--- src/rtl/mul4_shift_add_ctrl_if.sv ---
// Operand handshake plus the round trip to the external 4-bit ripple adder.
// The slave modport is the multiplier controller; the master is the source/adder side.
interface mul4_shift_add_ctrl_if;
  logic       start;
  logic [3:0] a;
  logic [3:0] b;
  logic       busy;
  logic       done;
  logic [7:0] product;
  logic [3:0] add_a;
  logic [3:0] add_b;
  logic       add_cin;
  logic [3:0] add_sum;
  logic       add_cout;

  modport slave (
    input  start, a, b, add_sum, add_cout,
    output busy, done, product, add_a, add_b, add_cin
  );

  modport master (
    output start, a, b, add_sum, add_cout,
    input  busy, done, product, add_a, add_b, add_cin
  );
endinterface

--- src/rtl/mul4_shift_add_ctrl.sv ---
// Sequential 4x4 unsigned shift-add multiplier controller driving an external ripple adder.
// Four CALC iterations build {ACC,Q}; adder operands are registered alongside the datapath state.
module mul4_shift_add_ctrl (
  input  logic                      clk,
  input  logic                      rst_n,
  mul4_shift_add_ctrl_if.slave      bus
);

  typedef enum logic [1:0] {
    IDLE = 2'd0,
    CALC = 2'd1,
    DONE = 2'd2
  } state_t;

  state_t     state_r;
  logic [3:0] m_r;
  logic [3:0] q_r;
  logic [3:0] acc_r;
  logic [1:0] cnt_r;
  logic       busy_r;
  logic       done_r;
  logic [7:0] product_r;
  logic [3:0] add_a_r;
  logic [3:0] add_b_r;
  logic [3:0] acc_next_s;
  logic [3:0] q_next_s;

  assign acc_next_s  = {bus.add_cout, bus.add_sum[3:1]};
  assign q_next_s    = {bus.add_sum[0], q_r[3:1]};

  assign bus.busy    = busy_r;
  assign bus.done    = done_r;
  assign bus.product = product_r;
  assign bus.add_a   = add_a_r;
  assign bus.add_b   = add_b_r;
  assign bus.add_cin = 1'b0;

  // Control FSM and datapath; add_a/add_b are preloaded with the operands of the next CALC cycle.
  always_ff @(posedge clk or negedge rst_n) begin
    if (!rst_n) begin
      state_r   <= IDLE;
      m_r       <= 4'h0;
      q_r       <= 4'h0;
      acc_r     <= 4'h0;
      cnt_r     <= 2'd0;
      busy_r    <= 1'b0;
      done_r    <= 1'b0;
      product_r <= 8'h00;
      add_a_r   <= 4'h0;
      add_b_r   <= 4'h0;
    end else begin
      case (state_r)
        IDLE: begin
          done_r  <= 1'b0;
          add_a_r <= 4'h0;
          if (bus.start) begin
            m_r     <= bus.a;
            q_r     <= bus.b;
            acc_r   <= 4'h0;
            cnt_r   <= 2'd0;
            busy_r  <= 1'b1;
            add_b_r <= bus.b[0] ? bus.a : 4'h0;
            state_r <= CALC;
          end else begin
            busy_r  <= 1'b0;
            add_b_r <= 4'h0;
            state_r <= IDLE;
          end
        end
        CALC: begin
          acc_r <= acc_next_s;
          q_r   <= q_next_s;
          cnt_r <= cnt_r + 2'd1;
          if (cnt_r == 2'd3) begin
            product_r <= {acc_next_s, q_next_s};
            busy_r    <= 1'b0;
            done_r    <= 1'b1;
            add_a_r   <= 4'h0;
            add_b_r   <= 4'h0;
            state_r   <= DONE;
          end else begin
            busy_r  <= 1'b1;
            done_r  <= 1'b0;
            add_a_r <= acc_next_s;
            // q_next_s[0] is q_r[1]: the multiplier bit examined in the following iteration
            add_b_r <= q_r[1] ? m_r : 4'h0;
            state_r <= CALC;
          end
        end
        DONE: begin
          busy_r  <= 1'b0;
          done_r  <= 1'b0;
          add_a_r <= 4'h0;
          add_b_r <= 4'h0;
          state_r <= IDLE;
        end
        default: begin
          busy_r  <= 1'b0;
          done_r  <= 1'b0;
          add_a_r <= 4'h0;
          add_b_r <= 4'h0;
          state_r <= IDLE;
        end
      endcase
    end
  end

endmodule

--- src/flat_wrapper.sv ---
// flat-port wrapper written by rule: the top's interface ports become plain ports
module mul4_shift_add_ctrl_flat 
  (clk, rst_n, bus_start, bus_a, bus_b, bus_add_sum, bus_add_cout, bus_busy, bus_done, bus_product, bus_add_a, bus_add_b, bus_add_cin);
  mul4_shift_add_ctrl_if bus_i ();
  input  logic clk;
  input  logic rst_n;
  input wire logic [$bits(bus_i.start)-1:0] bus_start;
  input wire logic [$bits(bus_i.a)-1:0] bus_a;
  input wire logic [$bits(bus_i.b)-1:0] bus_b;
  input wire logic [$bits(bus_i.add_sum)-1:0] bus_add_sum;
  input wire logic [$bits(bus_i.add_cout)-1:0] bus_add_cout;
  output wire logic [$bits(bus_i.busy)-1:0] bus_busy;
  output wire logic [$bits(bus_i.done)-1:0] bus_done;
  output wire logic [$bits(bus_i.product)-1:0] bus_product;
  output wire logic [$bits(bus_i.add_a)-1:0] bus_add_a;
  output wire logic [$bits(bus_i.add_b)-1:0] bus_add_b;
  output wire logic [$bits(bus_i.add_cin)-1:0] bus_add_cin;
  assign bus_i.start = bus_start;
  assign bus_i.a = bus_a;
  assign bus_i.b = bus_b;
  assign bus_i.add_sum = bus_add_sum;
  assign bus_i.add_cout = bus_add_cout;
  assign bus_busy = bus_i.busy;
  assign bus_done = bus_i.done;
  assign bus_product = bus_i.product;
  assign bus_add_a = bus_i.add_a;
  assign bus_add_b = bus_i.add_b;
  assign bus_add_cin = bus_i.add_cin;
  mul4_shift_add_ctrl u_core (.clk(clk), .rst_n(rst_n), .bus(bus_i));
endmodule
--- config.mk ---
export PLATFORM = sky130hd
export DESIGN_NAME = mul4_shift_add_ctrl_flat
export DESIGN_NICKNAME = d
export VERILOG_FILES = /design/src/rtl/mul4_shift_add_ctrl_if.sv /design/src/rtl/mul4_shift_add_ctrl.sv /design/src/flat_wrapper.sv
export SDC_FILE = /design/constraint.sdc
export NUM_CORES = 1
export LEC_CHECK = 0
export ABC_AREA = 1
export CAP_MARGIN = 20
export CORE_ASPECT_RATIO = 0.8
export CORE_MARGIN = 2
export CORE_UTILIZATION = 45
export CTS_CLUSTER_DIAMETER = 200
export DETAILED_ROUTE_END_ITERATION = 12
export GPL_ROUTABILITY_DRIVEN = 0
export PLACE_DENSITY_LB_ADDON = 0.08
export REMOVE_ABC_BUFFERS = 1
export SLEW_MARGIN = 20
export SYNTH_ARGS = -nofsm -noshare
export SYNTH_HDL_FRONTEND = slang
export SYNTH_SLANG_ARGS = --single-unit
--- constraint.sdc ---
create_clock -name clk -period 1.3 [get_ports clk]
set_input_delay 0.26 -clock clk [delete_from_list [all_inputs] [get_ports clk]]
set_output_delay 0.26 -clock clk [all_outputs]
set_load 0.02 [all_outputs]
==> metrics.yaml <==
routing:
  via_per_inst: 4.80
  ant_nets: 0
  dr.pass1.iters: 4
  drc_errors: 0
  wl_per_cell_um: 11.7
  routed_wl_um: 2250
  drt-initial-drc-count: 13
  via_count: 921
sta:
  rsz0062_at_grt: "no"
  hold_viol: 0
  tns_ns: 0
  finalCriticalPeriod_ns: 1.26
  drv_slew: 0
  layout_setup_ws_ns: 0.0370
  fmax_mhz: 792
  clock_skew_ns: 0.00941
  setup_violations: 0
  min_period_over_period_pct: 97.2
clock_tree:
  cts.sinks: 27
  cts_max_level: 1
  clk_pin_slew_worst_paths_ns: 0.14
  cts_buffer_depth: 2
  clkLatencyLatePin_ns: 0.32
  clock-root-buffer: "clkbuf_4"
  numCtsBuffers: 3
  cts_tree: "yes"
  ctsHoldBuffers: 0
critical_path:
  worstSetupPathType: "reg2out"
  crit_fanout: 1
  cp.arrival_ns: 1.00
  path_delay_family: "flip-flops"
  worstReg2RegEnd: "u_core.bus.product[6]"
  cp_slowest_cell: "dfrtp_1"
  cp-start-kind: "flip-flop"
  crit_chain: "dlygate4sd2_1"
  critPathRequiredTime_ns: 1.04
  end_kind: "primary output"
  cp_num_buf_inv: 1
  r2r_cells: 7
  rr_startpoint: "u_core.bus.done"
  rrSetupSlack_ns: 0.13
  max_stage_delay_ns: 0.38
placed_design:
  dp.cells: 187
  dpl.hpwl_um: 1730
  dp_slack_ns: -0.0399
  numPortBuffers: 33
floorplan:
  fp.dieH_um: 48.5
  start_util_pct: 46.4
  coreArea_um2: 2400
  io_pins: 35
  num_rows: 16
  die_w_um: 59.6
  die_area_um2: 2890
pwr:
  power_w: 0.00333
  power.density_nw_per_um2: 2210
  cellLeakagePower_nw: 0.804
  ir_drop_mv: 1.26
grt:
  grt_overflow: 0
  grt_pass1_wl_um: 3900
  grt_pass1_vias: 848
  track_usage_pct: 17.7
  grt_start_max_net_pins: 28
  grt_antenna_before_repair: 0
run_status:
  status: "complete, no violations"
worst_hold_path:
  hold_path_class: "in2async"
final_layout:
  nFillCells: 228
  n_antenna_cell: 0
  final_util_pct: 62.9
  drive_gt1_share_pct: 18.8
  final_cells: 192
  final_nets: 183
  area_growth_pct: 35.7
yosys:
  synth_area_um2: 1110
  synth_warnings: 0
  syn_inst: 122
  synthDistinctLibCells: 16
  yosys_register_bits: 27
  synth.yosys.seq_area_share_pct: 60.7
  syn_avg_cell_area_um2: 9.13
flow_run:
  drv_cap: 0
[worst max-delay path by stage]
stage,from,end,slack (ns),cells after the start
4_1_cts,u_core.bus.product[0],bus_product[0],0.004,1
2_1_floorplan,u_core.state_r[0],u_core.bus.product[0],0.20,5
3_3_place_gp,bus_start,u_core.cnt_r[0],0.04,4
3_5_place_dp,bus_start,u_core.cnt_r[0],-0.04,4
6_report,u_core.bus.add_a[2],bus_add_a[2],0.04,1
5_1_grt,u_core.bus.add_b[0],bus_add_b[0],0.00007,1
[metrics by stage]
| step | area [um^2] | hold WS, ns |
|---|---|---|
| floorplan | 1100 | -0.0356 |
| global placement | 1530 | 0.455 |
| detailed placement | 1530 | 0.458 |
| CTS | 1550 | 0.275 |
| global route | 1510 | 0.261 |
| finish | 1510 | 0.277 |
[synth_stat cells (all sizes together)]
cell   number  area [um^2]
nor2       10         61.3
nand3      10         50.1
conb        1         3.75
dfrtp      27          676
o21ai       7         35.0
buf         2         12.5
inv         3         16.3
nand2      61          246
ha          1         12.5
[cells by family after synthesis]
| family | after synthesis | share of synthesized area (%) |
|---|---|---|
| compound gates | 7 | 3.15 |
| other cells | 1 | 0.337 |
| fa+ha+maj | 1 | 1.12 |
| simple gates | 81 | 32.1 |
| buf+inv | 5 | 2.58 |
| flops | 27 | 60.7 |
[layout by cell type (no fill, tap or decap), types with 3 or more instances in the layout]
master / count
o21ai_0: 6
nand3_1: 10
clkbuf_2: 8
dfrtp_1: 27
clkdlybuf4s15_1: 3
nor2_1: 8
nand2_1: 58
clkbuf_4: 3
dlygate4sd2_1: 5
clkdlybuf4s50_1: 15
buf_4: 7
[sequential cells by signal (all words and copies together), names as in the netlist]
signal and flops:
u_core.bus.product 8, u_core.q_r 3, u_core.bus.add_a 4, u_core.bus.add_b 4, u_core.m_r 4, u_core.state_r 1
u_core.bus.done 1, u_core.cnt_r 2
[what timing repair did]
action                                  in CTS  in global routing
cloned                                       0                  0
buffers inserted                             0                  1
gates resized for setup                     30                 14
endpoints found under the setup margin      18                 17
[cell type report]
cell class	count	area, um^2	area share (%)
flip-flops and latches	27	676	44.7
clock inverters	1	5.00	0.331
repair buffers	41	347	22.9
inverters	3	16.3	1.08
clock buffers	3	22.5	1.49
well taps	27	33.8	2.24
multi-input cells	90	412	27.2
[layer usage]
metal	part of all wire, %	up-vias	global-route usage, %
li1	-	469	-
met1	46	429	25.6
met2	48	23	27.8
met3	5.3	0	5.08
met4	0	0	1.11
met5	0	-	0
[power by group]
part / internal (W) / leakage (nW) / switching [W]
sequential: 0.00120 / 0.341 / 0.000192
clock: 0.000115 / 0.0177 / 0.000237
combinational: 0.000587 / 0.446 / 0.00100
Note: power is estimated with default switching activity, not from simulation.
